**config.mk**
```make
export PLATFORM = sky130hd
export DESIGN_NAME = frame_drawer
export DESIGN_NICKNAME = d
export VERILOG_FILES = /design/src/rtl/frame_drawer.sv
export SDC_FILE = /design/constraint.sdc
export NUM_CORES = 1
export LEC_CHECK = 0
export ABC_AREA = 1
export ABC_CLOCK_PERIOD_IN_PS = 5000
export BUFFER_PORTS_ARGS = -buffer_cell sky130_fd_sc_hd__buf_2
export CAP_MARGIN = 25
export CORE_ASPECT_RATIO = 1.5
export CORE_UTILIZATION = 60
export CTS_CLUSTER_DIAMETER = 30
export DETAILED_ROUTE_END_ITERATION = 8
export GPL_ROUTABILITY_DRIVEN = 0
export GPL_TIMING_DRIVEN = 0
export PLACE_DENSITY = 0.92
export SYNTH_ARGS = -nofsm -noshare
export SYNTH_HDL_FRONTEND = slang
export SYNTH_SLANG_ARGS = --single-unit
```
**constraint.sdc**
```tcl
create_clock -name clk -period 5 [get_ports clk]
set_input_delay 1 -clock clk [delete_from_list [all_inputs] [get_ports clk]]
set_output_delay 1 -clock clk [all_outputs]
set_load 0.1 [all_outputs]
```
**src/rtl/frame_drawer.sv**
```systemverilog
// Purpose: streams one image from an external ROM to a VGA adapter, one pixel per clock, in x-major order.
// Latency: the first plot comes ROM_LATENCY cycles after DRAW entry; done pulses one cycle after the last plot.
// Backpressure: none. The frame free-runs once started, and start is ignored while busy. Optional FRAME_DRAWER_TRANSPARENT_EN suppresses plots of black pixels.
module frame_drawer #(
    parameter int WIDTH       = 160,
    parameter int HEIGHT      = 120,
    parameter int ROM_LATENCY = 2
) (
    input  logic        clk,
    input  logic        reset,
    input  logic        start,
    input  logic [7:0]  imageSel,
    input  logic [2:0]  iColour,
    output logic [14:0] address,
    output logic [7:0]  chipSelect,
    output logic [7:0]  x,
    output logic [6:0]  y,
    output logic [2:0]  colour,
    output logic        plot,
    output logic        busy,
    output logic        done
);

    localparam int TOTAL = WIDTH * HEIGHT;
    // Flush counter only needs to reach ROM_LATENCY-1; keep at least one bit.
    localparam int FW    = (ROM_LATENCY > 1) ? $clog2(ROM_LATENCY) : 1;

    typedef enum logic [1:0] {IDLE, DRAW, FLUSH, DONE} state_t;

    state_t        state_q, state_d;
    logic [14:0]   addr_q;
    logic [7:0]    ax_q;
    logic [6:0]    ay_q;
    logic [7:0]    sel_q;
    logic [FW-1:0] flush_q;
    logic          last_addr;
    logic          flush_end;

    // The x/y/plot pipeline mirrors the ROM read latency so that the outputs line up with iColour.
    logic          pipe_v [ROM_LATENCY];
    logic [7:0]    pipe_x [ROM_LATENCY];
    logic [6:0]    pipe_y [ROM_LATENCY];

    assign last_addr = (addr_q == 15'(TOTAL - 1));
    assign flush_end = (flush_q == FW'(ROM_LATENCY - 1));

    // State register.
    always_ff @(posedge clk or posedge reset) begin
        if (reset) begin
            state_q <= IDLE;
        end else begin
            state_q <= state_d;
        end
    end

    // Next-state logic. start only matters in IDLE.
    always_comb begin
        state_d = state_q;
        case (state_q)
            IDLE:    if (start)     state_d = DRAW;
            DRAW:    if (last_addr) state_d = FLUSH;
            FLUSH:   if (flush_end) state_d = DONE;
            DONE:                   state_d = IDLE;
            default:                state_d = IDLE;
        endcase
    end

    // Address counters. The linear address and the x/y coordinates advance together, so no multiply is needed.
    always_ff @(posedge clk or posedge reset) begin
        if (reset) begin
            addr_q  <= '0;
            ax_q    <= '0;
            ay_q    <= '0;
            sel_q   <= '0;
            flush_q <= '0;
        end else begin
            case (state_q)
                IDLE: begin
                    flush_q <= '0;
                    if (start) begin
                        sel_q <= imageSel;
                    end
                end
                DRAW: begin
                    flush_q <= '0;
                    // Hold on the final address instead of wrapping.
                    if (!last_addr) begin
                        addr_q <= addr_q + 15'd1;
                        if (ax_q == 8'(WIDTH - 1)) begin
                            ax_q <= '0;
                            ay_q <= ay_q + 7'd1;
                        end else begin
                            ax_q <= ax_q + 8'd1;
                        end
                    end
                end
                FLUSH: begin
                    flush_q <= flush_q + FW'(1);
                end
                DONE: begin
                    // Rewind here so that IDLE always presents address 0.
                    addr_q <= '0;
                    ax_q   <= '0;
                    ay_q   <= '0;
                end
                default: begin
                    addr_q <= '0;
                end
            endcase
        end
    end

    // Delay line for coordinates and the valid flag. Clearing it on reset kills any in-flight plots.
    always_ff @(posedge clk or posedge reset) begin
        if (reset) begin
            for (int i = 0; i < ROM_LATENCY; i++) begin
                pipe_v[i] <= 1'b0;
                pipe_x[i] <= '0;
                pipe_y[i] <= '0;
            end
        end else begin
            pipe_v[0] <= (state_q == DRAW);
            pipe_x[0] <= ax_q;
            pipe_y[0] <= ay_q;
            for (int i = 1; i < ROM_LATENCY; i++) begin
                pipe_v[i] <= pipe_v[i-1];
                pipe_x[i] <= pipe_x[i-1];
                pipe_y[i] <= pipe_y[i-1];
            end
        end
    end

    // Output decode. The black image (select 0) is shown whenever no frame is being fetched.
    always_comb begin
        address    = addr_q;
        chipSelect = ((state_q == DRAW) || (state_q == FLUSH)) ? sel_q : 8'd0;
        x          = pipe_x[ROM_LATENCY-1];
        y          = pipe_y[ROM_LATENCY-1];
        colour     = iColour;
        busy       = (state_q != IDLE);
        done       = (state_q == DONE);
`ifdef FRAME_DRAWER_TRANSPARENT_EN
        plot       = pipe_v[ROM_LATENCY-1] && (iColour != 3'b000);
`else
        plot       = pipe_v[ROM_LATENCY-1];
`endif
    end

endmodule

```
; After elaboration in Yosys (flattened, before gate mapping)
; Cells that the tools add are included.
[classes]
n_addsub = 4
eq_ne = 10
n_mux = 14
n_reduce_logical = 10
[op_table]
columns = op, n
row1 = $pmux 15 s2, 1
row2 = $mux 8, 3
row3 = $pmux 8 s2, 1
row4 = $add 15x1->15 const B, 1
row5 = $eq 15x15->1 const B, 1
row6 = $mux 15, 1
row7 = $mux 7, 2
row8 = $pmux 7 s2, 1
row9 = $ne 2x2->1 const B, 5
row10 = $add 8x1->8 const B, 1
row11 = $eq 8x8->1 const B, 1
row12 = $pmux 2 s4, 1
row13 = $add 7x1->7 const B, 1
row14 = $mux 2, 3
row15 = $reduce_and 3->1, 2
row16 = $reduce_bool 2->1, 3
row17 = $eq 2x2->1 const B, 2
row18 = $reduce_and 2->1, 2
row19 = $eq 2x1->1 const B, 1
row20 = $logic_not 2->1, 1
row21 = $pmux 1 s2, 1
row22 = $reduce_or 2->1, 1
row23 = $add 1x1->1 const B, 1
row24 = $logic_or 1x1->1, 1
[word_totals]
ff_bits = 73
inputBits = 14
out_inout_bits = 44

; Logic depth before layout (Yosys ltp)
; Gate-level depths: netlist of run 1.
[logic_depth]
word_depth = 4
depth_mapped = 10
ltp_nobuf = 9

; Worst setup path after synthesis of run 1
; Ideal clock, no wire load.
[synth_path]
kind = reg-to-output
start = register state_q[0]
end = output chipSelect[0]
arrival_time_ns = 1.644
required_ns = 4.000
slack_ns = 2.356
path_stages_with_launch = 6
n_path_buf = 1
path_cell_list = dfrtp_1 inv_1 ha_1 clkbuf_1 nand2_1 inv_1
[synth_between]
elab_chain_len = 3
elab_cells_between_ends = 4
classes_between = eq/ne (2) / mux (1) / reduce/logical (1)
[synth_lines]
columns = element, line_no
row1 = from (decl), 30  ; state_t state_q, state_d;
row2 = from (signal assigned), 52  ; state_q <= state_d;
row3 = $eq 2x1->1 / $eq 2x2->1 (equally long branches), 136  ; chipSelect = ((state_q == DRAW) || (state_q == FLUSH)) ? sel_q : 8'd0;
row4 = $logic_or 1x1->1 (*), 136
row5 = $mux 8 (*), 136
row6 = to (decl), 15  ; output logic [7:0] chipSelect,
; Every way passes the cells marked *; elsewhere a longest branch is shown, timed or not.

; Worst setup path after layout of run 1
; Ends and elaborated chain as after synthesis.

==> results list, run 1 <==
* Starting utilization of the core area: 0.630
* Transition time at the pin with the least slew margin: 0.865 ns
- After clock tree synthesis, the repair step resized 0 gates.
* Number of standard-cell rows in the floorplan: 33
- Floorplan core area: 5570 sq um
- Maximum number of pins on one net before global-route repair: 74
- VDD sags by at most ~0.94 mV.
* Wire length on met2: about 3.8 mm
* Proportion of netlist area held by the largest area contributor: 0.520
* Primary FF master, synth: dfrtp_1
* Async SR Flop Fraction: 1.00
- Sorting the synthesized cells by area gives the leading types as dfrtp_1 52%, nand2_1 12%, nand3_1 6.4%, buf_4 4.7%, inv_1 3.7%.
- In this run, synthesis inferred 0 flip-flops with an integrated enable.
- The first detailed-routing pass ran for 4 iterations.
- Width of the die: around 64 um
* Num CTS Buffers: 9
* Share of the yosys chip area belonging to registers: 0.520
* Fmax: ~320 MHz
* Die footprint: 6170 sq um
- The synthesized netlist occupies a cell area of 3510 sq um.
- Summing all placed instances gives a cell area of 3870 sq um.
* Placement-stage worst setup slack: around 2.3 ns
- Cell Pwr Density: 687 nW/um^2
- Antenna violations before repair: 0
- Static Leakage: 2.27 nW
- Routed length per instance: roughly 13 um
- At the worst endpoint, the required time is approximately 4 ns.
- Number of nets produced by synthesis: roughly 420
- Area of all placed cells without fillers: 4070 sq um
* Count of nets left with antenna violations after detail routing: 0
- For this run, the post-layout net count is roughly 480.
* Global Route Usage Sum: 0.251
- The tree is rooted in a clkbuf_8.
* Post-route worst setup slack: 1.90 ns
* HPWL after detailed placement: 4.76 mm
- Largest area contributor in the synthesized netlist: dfrtp_1
- Type of origin of the critical path: register
- The worst pin sits at a relative slew slack of 0.423.
- In the final routing, the length of wire on met1 measures 2.72 mm.
* Number of buffers added for setup after CTS: 0
- For this design the top-level I/O count stands at 58.
* Peak fanout along the critical path: 9
- After synthesis, the mean cell area works out to roughly 8.9 sq um.
* Final Critical Period: 3.10 ns
- Setup total negative slack: 0 ns
- The die is around 96 um tall.
- Remaining Overflow, GRT: 0
- Final max-slew violation count: 0
- Number of vias per cell: ~5.2
* Count of hold buffers inserted by post-cts repair: 0
- By count the netlist is led by 111 x nand2_1, 73 x dfrtp_1, 45 x nand3_1.
- The run finished with clean final reports.
- At the later pin of the worst-skew pair, clock insertion delay measures 0.35 ns.
- Worst min path class: register to register
- Setup violations remaining at the end of the flow were counted as 0.
- Diodes inserted: 0
- In this run the number of H-tree levels came out at 3.
- Via count of the first global-routing pass: around 2,700
- Critical path arrival: around 2.1 ns
* Unrepaired setup endpoints after global routing: false
* Post-synth cell types: 29
- Summing over every cut layer, the via total after detailed routing is approximately 2,800.
* Clock Skews: 0.00832 ns
- The first global-routing pass estimated 11.6 mm of wire.
- Max-cap violation count: 0
- Layout cell share with drive strength beyond 1: 0.261
* Number of clock sinks seen by CTS: 73
- Start-to-end type of the worst setup path: register to primary output
- First DRT Iteration DRCs: between 150 and 200
* Total DRC errors in the routed layout: 0
- Once layout is complete, the utilization of the core stands at 0.730.
- Counting flops and latches in the post-synthesis netlist gives between 70 and 80.
- Routed wire length on met3: around 250 um
* Detailed-route wire length: 7.00 mm
- Number of instances in the synthesized netlist: 394
- Highest metal layer used by the detailed router: met4
* Synth warnings: 0
* Most numerous cell in the Yosys netlist: nand2_1
* Final hold violations: 0
- STA classifies the critical path endpoint as a primary output.
- Clock-pin slew reported for the worst setup and hold paths after clock tree synthesis: 0.07 ns
- Relative to the synthesized area, the layout overhead comes to 15.8%.
- TritonCTS built the clock tree.
- Maximum buffer depth of the clock tree: 2
* PortBufs: between 50 and 60
* Fraction of the cycle the final worst path needs: 0.621
per-layer routing:
| layer | vias to the layer above | track usage |
|---|---|---|
| met4 | 0 | 0.181 |
| met5 | - | 0 |
| li1 | 1361 | - |
| met2 | 98 | 0.446 |
| met3 | 24 | 0.0498 |
| met1 | 1320 | 0.262 |
cell usage in the layout (no fill, tap or decap), types with 2 or more instances in the layout:
cell,instances
buf_2,56
buf_4,22
buf_6,2
clkbuf_8,9
clkinv_2,3
dfrtp_1,73
ha_1,9
inv_1,34
mux2_2,8
nand2_1,111
nand2_2,3
nand2_4,2
nand3_1,45
nand3_2,2
nand4_1,13
nor2_1,34
nor2_2,3
nor3_1,2
nor3b_1,2
o21ai_0,6
or2_2,2
xnor2_1,4
xor2_1,6
power breakdown:
part	leakage, nW	internal (mW)	total [mW]	switching, mW
Sequential	0.957	0.746	0.855	0.109
Combinational	1.21	0.329	1.49	1.16
Clock	0.0994	0.230	0.450	0.220
Total	2.27	1.30	2.80	1.49
through the flow:
| stage | std cells | total power [mW] | hold slack, ns |
|---|---|---|---|
| after detailed placement | 518 | 2.35 | 0.336 |
| final | 534 | 2.80 | 0.350 |
| after CTS | 534 | 2.80 | 0.352 |
| after global placement | 518 | 2.30 | 0.331 |
| after global routing | 534 | 2.93 | 0.358 |
| after floorplan | 394 | 2.11 | 0.331 |
path summary, 6_finish.rpt:
path	from	end	slack (ns)	cells after the start
max in group asynchronous	reset	x[6]	3.61	2
setup / recovery	state_q[0]	chipSelect[0]	1.90	6
setup reg to reg	state_q[1]	ay_q[0]	3.16	8
hold / removal	pipe_x[10]	x[2]	0.35	0
min in group asynchronous	reset	pipe_x[8]	0.83	2
hold reg to reg	pipe_x[10]	x[2]	0.35	0
flip-flops by register name (all words and copies together) (netlist names):
name       cells
address       15
pipe_v         1
x              8
plot           1
pipe_x         8
pipe_y         7
ax_q           8
y              7
flush_end      1
state_q        2
ay_q           7
sel_q          8
layout make-up:
class                      count  area [sq um]
tap                           70          87.6
sequential                    73          1830
buffer                        28           205
multi-input combinational    256          1340
inverter                      37           141
timing repair buffer          54           270
clock inverter                 7          70.1
fill                         424          1510
clock buffer                   9           124
cell families after synthesis:
| logic type | Yosys count | synth area share |
|---|---|---|
| XOR/XNOR | 10 | 0.0249 |
| AND/OR/NAND/NOR | 222 | 0.290 |
| flip-flops | 73 | 0.520 |
| AO/OA/AOI/OAI | 7 | 0.00997 |
| buffers and inverters | 65 | 0.0979 |
| adder cells (fa/ha/maj) | 9 | 0.0321 |
| multiplexers | 8 | 0.0256 |
critical path: stages, from the launching register on:
cell	delay [ns]
dfrtp_1	0.43
inv_1	0.11
ha_1	0.30
clkbuf_1	0.33
nand2_1	0.09
inv_1	0.08
buf_2	0.42
(Power assumes the default switching activity.)
==> inputs of run 2 (changes only) <==
Settings changed: ABC_AREA 1 to 0, ABC_CLOCK_PERIOD_IN_PS 5000 to 3140, CORE_UTILIZATION 60 to 56, PLACE_DENSITY 0.92 to 0.88.
Clock period 5 ns to 3.14 ns, I/O delays scaled along.
==> run 2 against run 1 <==
Effect of this change: setup slack worse by 1.3 ns; hold slack worse by 0.0052 ns; flip-flop and latch count unchanged; combinational power down 97%; sequential power up 9.9%.
==> results list, run 2 <==
- Unrepaired setup endpoints after global routing: false
- Of all flip-flops after synthesis, the portion carrying an async set or reset was 1.00.
- In this run the cell area of the synthesized design comes to 3400 sq um.
- Summed over all layers, the global routing overflow is 0.
- Clock root buffer: clkbuf_8
- For the worst setup path, the data required time is approximately 2.5 ns.
- Including well taps, the total number of placed cells is between 400 and 500.
- Clock-pin slew reported for the worst setup and hold paths after clock tree synthesis: roughly 0.080 ns
* First DRT Iteration DRCs: 182
- First-pass GRT wire length: 11.6 mm
- After detailed routing, the average wire length per cell comes to 15.4 um.
* Number of nets produced by synthesis: roughly 330
* Diodes inserted: 0
- Num CTS Buffers: 9
- Met1 track utilization from global routing: 0.285
* Peak fanout along the critical path: 9
- Transition time at the pin with the least slew margin: about 0.87 ns
* Count of nets left with antenna violations after detail routing: 0
- Across the run, the number of max-cap violations was 0.
- Critical path arrival: 1.89 ns
- Insertion delay of the later-clocked pin in the worst-skew pair: about 0.35 ns
* Type of origin of the critical path: register
* Met3 Track Usage GR: 0.0493
- Number of vias per cell: between 5 and 6
- Static Leakage: 1.89 nW
- In the post-synthesis netlist, the cell with the most instances is dfrtp_1.
- Setup Viol. Count Final: 0
- The clock drives 73 sinks.
- Yosys printed 0 warnings.
- Across every metal layer, demand over resource in global routing totals 0.233.
- The first detailed-routing pass took 5 iterations.
* Final hold violations: 0
* Count of hold buffers inserted by post-cts repair: 0
- The die is between 90 and 100 um tall.
- Final max-slew violation count: 0
- Max-Slew Margin vs Limit: 0.422
- Width of the die: 65.6 um
- Top area cells in the synthesized netlist: dfrtp_1 54%, buf_4 4.0%, ha_1 3.3%, mux2_2 3.3%, nand3_1 2.8%
- The register with the most flip-flops in the layout has 15 of them.
* Clock tree from TritonCTS: done
- Deepest level of the CTS H-tree: 3
- Number of buffers added for setup after CTS: 0
- The filler cells instantiated in the layout total 442.
* Count of state elements after synthesis: 73
- Of the available clock period, the critical path in the final layout requires 0.802.
* Largest area contributor in the synthesized netlist: dfrtp_1
- Antenna violations before repair: 0
- From synthesis to final layout, the design area changed by 16.4%.
* GR met2 Demand/Resource: 0.373
* Fmax: approximately 400 MHz
* Maximum number of pins on one net before global-route repair: 74
- Number of instances in the synthesized netlist: about 310
- Row generation in the floorplan step produced 34 rows.
- Proportion of netlist area held by the largest area contributor: 0.538
* Detailed-route wire length: 6.95 mm
- Most common library cell in the layout ignoring fill and taps: dfrtp_1
- Of the cells placed in the final design, the portion with a size suffix greater than 1 is 0.295.
* Filler-free cell count of the finished design: ~450
- In the layout the commonest cells are 73 x dfrtp_1, 58 x buf_2, 24 x nand2_1.
- Across all hold checks on the routed design, the worst slack comes to 0.344 ns.
- The design draws approximately 1.7 mW.
* Final Critical Period: ~2.5 ns
- Total DRC errors in the routed layout: 0
- Max IR drop VDD: around 0.29 mV
- The worst setup path is of the register to primary output kind.
- The wire-length estimate of the detail-placed layout is approximately 4.7 mm.
- The global routing stage identified its most utilized layer as met2.
- Die footprint: 6390 sq um
- Endpoint kind of the worst setup timing path: primary output
- A synthesized cell averages 10.9 sq um.
- Once layout is complete, the utilization of the core stands at 0.678.
* Clock Skews: 0.00818 ns
- Post-synth top cells: 73 x dfrtp_1, 24 x nand2_1, 19 x nand3_1
- Worst min path class: register to register
- Counting along the longest clock path gives a buffer depth of 2.
* Cell Pwr Density: between 400 and 500 nW/um^2
- Share of the yosys chip area belonging to registers: 0.538
* Top Ports: 58
* Vias post-DR: 2,704
- In the synthesized netlist the dominant register cell turns out to be dfrtp_1.
- The region available for standard cell placement spans approximately 6000 sq um.
- For this configuration, the core starts out at a cell density of 0.583.
- Run status: completed
- The final layout contains ~400 nets.
- In this run the tool buffered the top-level ports with 54 buffer cells.
- Number of gates resized after cts: 0
* Post-synth cell types: 46
- The number of global-route vias before repair came to around 2,600.
- Yosys mapped a number of flops with a built-in enable equal to 0.
## run 2: routing by layer
metal | vias up | share of wire
met5 | - | 0
met1 | 1283 | 0.40
met2 | 131 | 0.51
met3 | 20 | 0.061
met4 | 0 | 0.028
li1 | 1270 | -
## run 2: report_power, final
part	internal (mW)	switching (mW)	leakage [nW]
Sequential	0.940	0	0.942
Clock	0.382	0.343	0.0981
Combinational	0.00827	0.0350	0.853
Total	1.33	0.378	1.89
## run 2: cell type report
class	instances	area (sq um)	share of cell area
timing repair buffer	54	270	0.0684
inverter	9	36.3	0.00918
tap	72	90.1	0.0228
sequential	73	1830	0.462
buffer	34	215	0.0544
clock inverter	5	56.3	0.0142
clock buffer	10	138	0.0348
multi-input combinational	195	1320	0.334
## run 2: path summary, 6_finish.rpt
check,startpoint,cells after the start,slack [ns],to
min,pipe_y[10],0,0.34,y[3]
min reg2reg,pipe_y[10],0,0.34,y[3]
max,state_q[0],4,0.62,chipSelect[7]
max in group asynchronous,reset,2,2.12,pipe_v[1]
min in group asynchronous,reset,2,0.47,x[0]
max reg2reg,state_q[1],6,0.71,address[0]
## run 2: cells by family (layout without fill, tap and decap cells)
family / after synthesis / count (layout) / share of synthesized area
AOI/OAI and AO/OA: 64 / 64 / 0.140
adders and majority gates: 9 / 9 / 0.0332
buffers and inverters: 43 / 112 / 0.0733
and+or+nand+nor: 112 / 112 / 0.182
DFF: 73 / 73 / 0.538
muxes: 10 / 10 / 0.0332
## run 2: critical path: stages, from the launching register on
cell and delay [ns]:
dfrtp_1 0.42, inv_1 0.12, ha_1 0.43, and2_1 0.16, buf_2 0.42
## run 2: per-stage QoR
step	setup WS [ns]	area [sq um]	TNS, ns
after global placement	-0.126	3760	-8.80
after detailed placement	0.736	3760	0
after global routing	0.523	3950	0
final	0.621	3950	0
after floorplan	0.424	3400	0
after CTS	0.593	3950	0
